==> src/rtl/tensor_mac_sequencer.sv <==
// Job sequencer for the TensorFlowE MAC core: clear, load operand bytes, accumulate, read, capture result.
// Optional CYCLE_COUNT_EN adds job_cycles, the CLEAR-entry to RESULT-entry cycle count of the last good job.
//
// state    | meaning
// ---------+-----------------------------------------------------------
// S_IDLE   | waiting for start; error is sticky here
// S_CLEAR  | one-cycle accumulator clear (also the abort landing state)
// S_LOAD   | host bytes streamed into the core write port
// S_ACCUM  | enable_accu held for ACC_CYCLES cycles
// S_READ   | one-cycle read strobe
// S_WAIT   | waiting for core_out_valid, bounded by RD_TIMEOUT
// S_RESULT | result held valid until the host consumes it
module tensor_mac_sequencer #(
    parameter int N_PAIRS    = 4,
    parameter int ACC_CYCLES = 4,
    parameter int RD_TIMEOUT = 15
) (
    input  logic       clk,
    input  logic       rst_n,
    input  logic       start,
    input  logic       abort,
    input  logic [7:0] in_data,
    input  logic       in_valid,
    output logic       in_ready,
    output logic [7:0] core_data,
    output logic       core_wr_en,
    output logic       core_rd_en,
    output logic       core_clear,
    output logic       core_accu_en,
    input  logic [7:0] core_out_data,
    input  logic       core_out_valid,
    output logic [7:0] result,
    output logic       result_valid,
    input  logic       result_ready,
    output logic       busy,
    output logic       error
`ifdef CYCLE_COUNT_EN
    ,
    output logic [15:0] job_cycles
`endif
);

    localparam int N_BYTES = 2 * N_PAIRS;

    typedef enum logic [2:0] {
        S_IDLE,
        S_CLEAR,
        S_LOAD,
        S_ACCUM,
        S_READ,
        S_WAIT,
        S_RESULT
    } state_t;

    state_t     state, state_nxt;
    logic [7:0] byte_cnt, byte_cnt_nxt;
    logic [7:0] acc_cnt, acc_cnt_nxt;
    logic [7:0] to_cnt, to_cnt_nxt;
    logic       aborting, aborting_nxt;
    logic       error_nxt;
    logic [7:0] result_nxt;
    logic       result_valid_nxt;
    logic       wr_nxt;
    logic [7:0] core_data_nxt;
    logic       handshake;

    assign handshake = in_valid && in_ready;

    always_comb begin
        state_nxt        = state;
        byte_cnt_nxt     = byte_cnt;
        acc_cnt_nxt      = acc_cnt;
        to_cnt_nxt       = to_cnt;
        aborting_nxt     = aborting;
        error_nxt        = error;
        result_nxt       = result;
        result_valid_nxt = result_valid;
        wr_nxt           = 1'b0;
        core_data_nxt    = core_data;

        // abort outranks every other transition, including the last load handshake
        if (state != S_IDLE && abort) begin
            state_nxt        = S_CLEAR;
            aborting_nxt     = 1'b1;
            result_valid_nxt = 1'b0;
        end else begin
            case (state)
                S_IDLE: begin
                    if (start) begin
                        state_nxt    = S_CLEAR;
                        error_nxt    = 1'b0;
                        aborting_nxt = 1'b0;
                    end
                end
                S_CLEAR: begin
                    if (aborting) begin
                        state_nxt    = S_IDLE;
                        aborting_nxt = 1'b0;
                    end else begin
                        state_nxt    = S_LOAD;
                        byte_cnt_nxt = '0;
                    end
                end
                S_LOAD: begin
                    if (handshake) begin
                        wr_nxt        = 1'b1;
                        core_data_nxt = in_data;
                        byte_cnt_nxt  = byte_cnt + 8'd1;
                        if (byte_cnt == 8'(N_BYTES - 1)) begin
                            state_nxt   = S_ACCUM;
                            acc_cnt_nxt = 8'(ACC_CYCLES - 1);
                        end
                    end
                end
                S_ACCUM: begin
                    if (acc_cnt == 8'd0) begin
                        state_nxt = S_READ;
                    end else begin
                        acc_cnt_nxt = acc_cnt - 8'd1;
                    end
                end
                S_READ: begin
                    state_nxt  = S_WAIT;
                    to_cnt_nxt = '0;
                end
                S_WAIT: begin
                    if (core_out_valid) begin
                        state_nxt        = S_RESULT;
                        result_nxt       = core_out_data;
                        result_valid_nxt = 1'b1;
                    end else if (to_cnt == 8'(RD_TIMEOUT - 1)) begin
                        state_nxt = S_IDLE;
                        error_nxt = 1'b1;
                    end else begin
                        to_cnt_nxt = to_cnt + 8'd1;
                    end
                end
                S_RESULT: begin
                    if (result_ready) begin
                        state_nxt        = S_IDLE;
                        result_valid_nxt = 1'b0;
                    end
                end
                default: begin
                    state_nxt = S_IDLE;
                end
            endcase
        end
    end

    // strobes are flopped from the next state so the core sees clean, glitch-free levels
    always_ff @(posedge clk or negedge rst_n) begin
        if (!rst_n) begin
            state        <= S_IDLE;
            byte_cnt     <= '0;
            acc_cnt      <= '0;
            to_cnt       <= '0;
            aborting     <= 1'b0;
            in_ready     <= 1'b0;
            core_data    <= '0;
            core_wr_en   <= 1'b0;
            core_rd_en   <= 1'b0;
            core_clear   <= 1'b0;
            core_accu_en <= 1'b0;
            result       <= '0;
            result_valid <= 1'b0;
            busy         <= 1'b0;
            error        <= 1'b0;
        end else begin
            state        <= state_nxt;
            byte_cnt     <= byte_cnt_nxt;
            acc_cnt      <= acc_cnt_nxt;
            to_cnt       <= to_cnt_nxt;
            aborting     <= aborting_nxt;
            in_ready     <= (state_nxt == S_LOAD);
            core_data    <= core_data_nxt;
            core_wr_en   <= wr_nxt;
            core_rd_en   <= (state_nxt == S_READ);
            core_clear   <= (state_nxt == S_CLEAR);
            core_accu_en <= (state_nxt == S_ACCUM);
            result       <= result_nxt;
            result_valid <= result_valid_nxt;
            busy         <= (state_nxt != S_IDLE);
            error        <= error_nxt;
        end
    end

`ifdef CYCLE_COUNT_EN
    logic [15:0] cyc_cnt;

    always_ff @(posedge clk or negedge rst_n) begin
        if (!rst_n) begin
            cyc_cnt    <= '0;
            job_cycles <= '0;
        end else begin
            if (state == S_IDLE && start) begin
                cyc_cnt <= '0;
            end else if (cyc_cnt != 16'hFFFF) begin
                cyc_cnt <= cyc_cnt + 16'd1;
            end
            // the RESULT entry edge itself is the last counted cycle
            if (state == S_WAIT && state_nxt == S_RESULT) begin
                job_cycles <= (cyc_cnt == 16'hFFFF) ? 16'hFFFF : cyc_cnt + 16'd1;
            end
        end
    end
`endif

endmodule

==> config.mk <==
export PLATFORM = sky130hd
export DESIGN_NAME = tensor_mac_sequencer
export DESIGN_NICKNAME = d
export VERILOG_FILES = /design/src/rtl/tensor_mac_sequencer.sv
export SDC_FILE = /design/constraint.sdc
export NUM_CORES = 1
export LEC_CHECK = 0
export CAP_MARGIN = 20
export CORE_UTILIZATION = 40
export CTS_CLUSTER_SIZE = 25
export DETAILED_ROUTE_END_ITERATION = 6
export MAX_ROUTING_LAYER = met4
export PLACE_DENSITY_LB_ADDON = 0.1
export SLEW_MARGIN = 40
export SYNTH_ARGS = -nofsm -noshare
export SYNTH_HDL_FRONTEND = slang
export SYNTH_SLANG_ARGS = --single-unit
==> constraint.sdc <==
create_clock -name clk -period 5.5 [get_ports clk]
set_clock_uncertainty 0.05 [all_clocks]
set_input_delay 1.1 -clock clk [delete_from_list [all_inputs] [get_ports clk]]
set_output_delay 1.1 -clock clk [all_outputs]
set_load 0.02 [all_outputs]
# Word level (Yosys, flattened, before mapping)
# Cells that the tools add are included.
# classes
n_bitwise	1
n_mux	33
addsub	3
n_reduce_logical	20
eq_ne	23
# ops
operator	count
$mux 8	7
$pmux 8 s2	3
$mux 3	8
$pmux 3 s7	1
$add 8x1->8 const B	2
$ne 2x2->1 const B	8
$eq 3x2->1 const B	4
$eq 3x3->1 const B	4
$reduce_bool 3->1	4
$mux 1	10
$reduce_and 5->1	2
$ne 3x3->1 const B	3
$reduce_and 3->1	3
$eq 8x3->1 const B	1
$eq 8x4->1 const B	1
$logic_not 8->1	1
$reduce_and 4->1	2
$reduce_bool 2->1	4
$sub 8x1->8 const B	1
$eq 3x1->1 const B	2
$pmux 1 s2	3
$logic_not 3->1	1
$logic_and 1x1->1	2
$mux 2	1
other kinds (2)	2
# word_totals
out_inout_bits	24
word_cells	95
inputBits	23
register_bits	52

# Logic depth before layout (Yosys ltp)
# logic_depth
ltp_word	6
depth_mapped	9
depth_no_buf	8

# Worst setup path before layout
# Ideal clock, no wire load.
# synth_timing
kind	input-to-reg
start	input abort
end	register acc_cnt[0]
slack_ns	2.766
t_arrival_ns	2.560
setup_ns	0.125
path_stages	8
n_path_buf	2
t_required_ns	5.325
cell_sequence	clkbuf_1 > a21o_1 > a21oi_1 > o31ai_1 > or3_1 > buf_6 > inv_2 > mux2_2
# synth_between
elab_chain_cells	3
# synth_rtl
item	line_no	rtl
start, declared	21	input logic abort,
$logic_and 1x1->1	82	if (state != S_IDLE && abort) begin
$not 1->1 (no source line)	-	
$reduce_and 5->1 (no source line)	-	
end signal, assigned	172	acc_cnt <= acc_cnt_nxt;
end, declared	57	logic [7:0] acc_cnt, acc_cnt_nxt;
# Every way passes these cells.
# A chain may end at the register's enable or synchronous reset.

# Worst setup path after layout
# Ends and elaborated chain as after synthesis.

==> metrics <==
RSZ-0062 raised after global routing=false; asr flop ratio synth=1.00; Hold WC Path Type=reg2reg; clk_lat worst skew=0.32 ns; DP HPWL=3.81 mm; Routed Wire Length=5.60 mm; synth top area cells=dfrtp_1, nand2_1, mux2_2, o21ai_0, o31ai_1; WP data arrival=3.29 ns; routed len/inst=14.4 µm; cell row count=28; startpoint class of the critical path=input pin; port bufs=46; Slew headroom=0.477; period utilisation layout=0.569; largest net degree at the start of global routing=53; Final GP Congestion=0.776; CTS H-tree depth=2; total power=1180 µW; Max Slew Vio Count=0; layout cells sized above 1=0.0799; top cells by count, synth=dfrtp_1, nand2_1, o21ai_0, nor2_1, o31ai_1; Ports=47; PwrDens=372 nW/µm²; first-pass GRT wire length=between 9 and 10 mm; Core Box Area=6100 µm²; TritonCTS buffer count=5; hold-fix buffers at CTS=0; Mapped Avg Cell Area=9.60 µm²; Worst Path Required=around 5.7 ns; Peak VDD IR=0.247 mV; Final min period=3.13 ns; fin util=0.522; Max Fanout on Critical Path=11; Place WS=2.03 ns; drt pass-1 iters=4; setup slack after layout=2.37 ns; post-synthesis sequential area ratio=0.502; Setup violations, final=0; FF+latch count, synth=52; Sink Count=52; fmax=0.320 GHz; clock-pin slew on the worst setup and hold paths=roughly 0.1 ns; area fraction of the dominant cell type after synthesis=0.502; Yosys top cell by area=dfrtp_1; count leader, synth=dfrtp_1; ANT cells=0; Fin. Hold Viols=0; number of max-cap violations=0; DR vias=2,131; synth warn=0; Die X=82.5 µm; Clock Tree Buf Depth=2; via-per-instance ratio=5.49; initial antenna violation count=0; Post-CTS Setup Inserts=0; post-synth cell types=38; post_cts resized=0; die height=around 82 µm; Top FF cell, synth=dfrtp_1; clk root buf=clkbuf_8; vias in the first global route=1,995; Static Leak=0.00140 µW; antenna violation net count after detailed routing=0; GR Overflow Total=0; die area=6800 µm²; Setup CP Type=in2reg; initial core utilization=0.425; Final #Nets=339; CTS tree=yes; drt initial violations=107; Setup crit end kind=flip-flop; number of flops mapped to enable cells by yosys=0; Mapped Cells=270; synthesized area=about 2600 µm²; status=finished, final reports clean; Mapped Nets=297; GR Util All Layers=0.192; drt drc=0; worst-margin pin slew=0.785 ns; Area growth syn-to-layout=22.7%; final setup TNS=0 ns
cell usage in the layout (no fill, tap or decap), types with 2 or more instances in the layout:
master	count
o31ai_1	11
a21oi_1	4
or4_1	2
o211ai_1	6
nand2_1	45
and4b_1	2
nand3_1	10
dfrtp_1	52
clkbuf_8	5
clkdlybuf4s50_1	45
nor2_1	16
nor4_4	2
nand3b_1	8
a21o_1	2
o22ai_1	3
inv_1	9
a211oi_1	2
nand2b_1	5
o41ai_1	2
buf_4	2
or3_1	2
ha_1	4
nor4_1	2
o21ai_0	22
and3_1	7
nor3_1	10
mux2_2	10
nor2b_1	4
a31oi_1	6
power by group:
| group | internal, µW | switching, µW | leakage, µW |
|---|---|---|---|
| logic | 192 | 221 | 0.000675 |
| registers | 452 | 82.0 | 0.000679 |
| clock network | 93.7 | 141 | 0.0000463 |
| total | 738 | 444 | 0.00140 |
per-layer routing:
| layer | share of wire | up-vias | global-route usage |
|---|---|---|---|
| met5 | 0 | - | - |
| met4 | 0.016 | 0 | 0.0825 |
| met3 | 0.037 | 9 | 0.0363 |
| met2 | 0.47 | 42 | 0.296 |
| met1 | 0.48 | 1028 | 0.245 |
| li1 | - | 1052 | - |
registers in the layout (all words and copies together) (netlist names), 3 cells and up:
| name | count |
|---|---|
| core_data | 8 |
| byte_cnt | 8 |
| to_cnt | 8 |
| result | 8 |
| state | 3 |
| acc_cnt | 8 |
area by class of cell:
cell class              instances  area [µm²]
inverters                      10        37.5
repair buffers                 48         470
clock buffers                   5        68.8
clock inverters                 3        27.5
flip-flops and latches         52        1300
well taps                      75        93.8
multi-input cells             195        1180
fillers                       615        2920
critical path, cell delays in order:
cell and delay, ns:
clkdlybuf4s50_1 0.55, a21o_1 0.21, a21oi_1 0.18, o31ai_1 0.10, buf_4 0.18, or3_1 0.51
inv_2 0.12, mux2_2 0.33
worst paths after layout:
| kind | cells after the start | end | slack [ns] | startpoint |
|---|---|---|---|---|
| setup / recovery | 8 | acc_cnt[0] | 2.37 | abort |
| hold / removal | 1 | to_cnt[7] | 0.44 | to_cnt[7] |
| setup reg to reg | 6 | acc_cnt[0] | 2.44 | state[0] |
| hold reg to reg | 1 | to_cnt[7] | 0.44 | to_cnt[7] |
| max in group asynchronous | 2 | byte_cnt[3] | 4.13 | rst_n |
| min in group asynchronous | 2 | to_cnt[6] | 0.85 | rst_n |
logic make-up after synthesis:
family | after synthesis | share of synthesized area
AO/OA/AOI/OAI | 63 | 0.156
adder cells (fa/ha/maj) | 4 | 0.0193
buffers and inverters | 23 | 0.0420
flip-flops | 52 | 0.502
multiplexers | 10 | 0.0435
AND/OR/NAND/NOR | 118 | 0.237
stage by stage:
step / hold WS, ns / std cells / instance area [µm²]
after floorplan: 0.388 / 270 / 2590
after CTS: 0.439 / 388 / 3180
final: 0.437 / 388 / 3180
after global placement: 0.407 / 380 / 3080
after global routing: 0.453 / 388 / 3180
after detailed placement: 0.417 / 380 / 3080
Power figures use the tool's default switching activity.
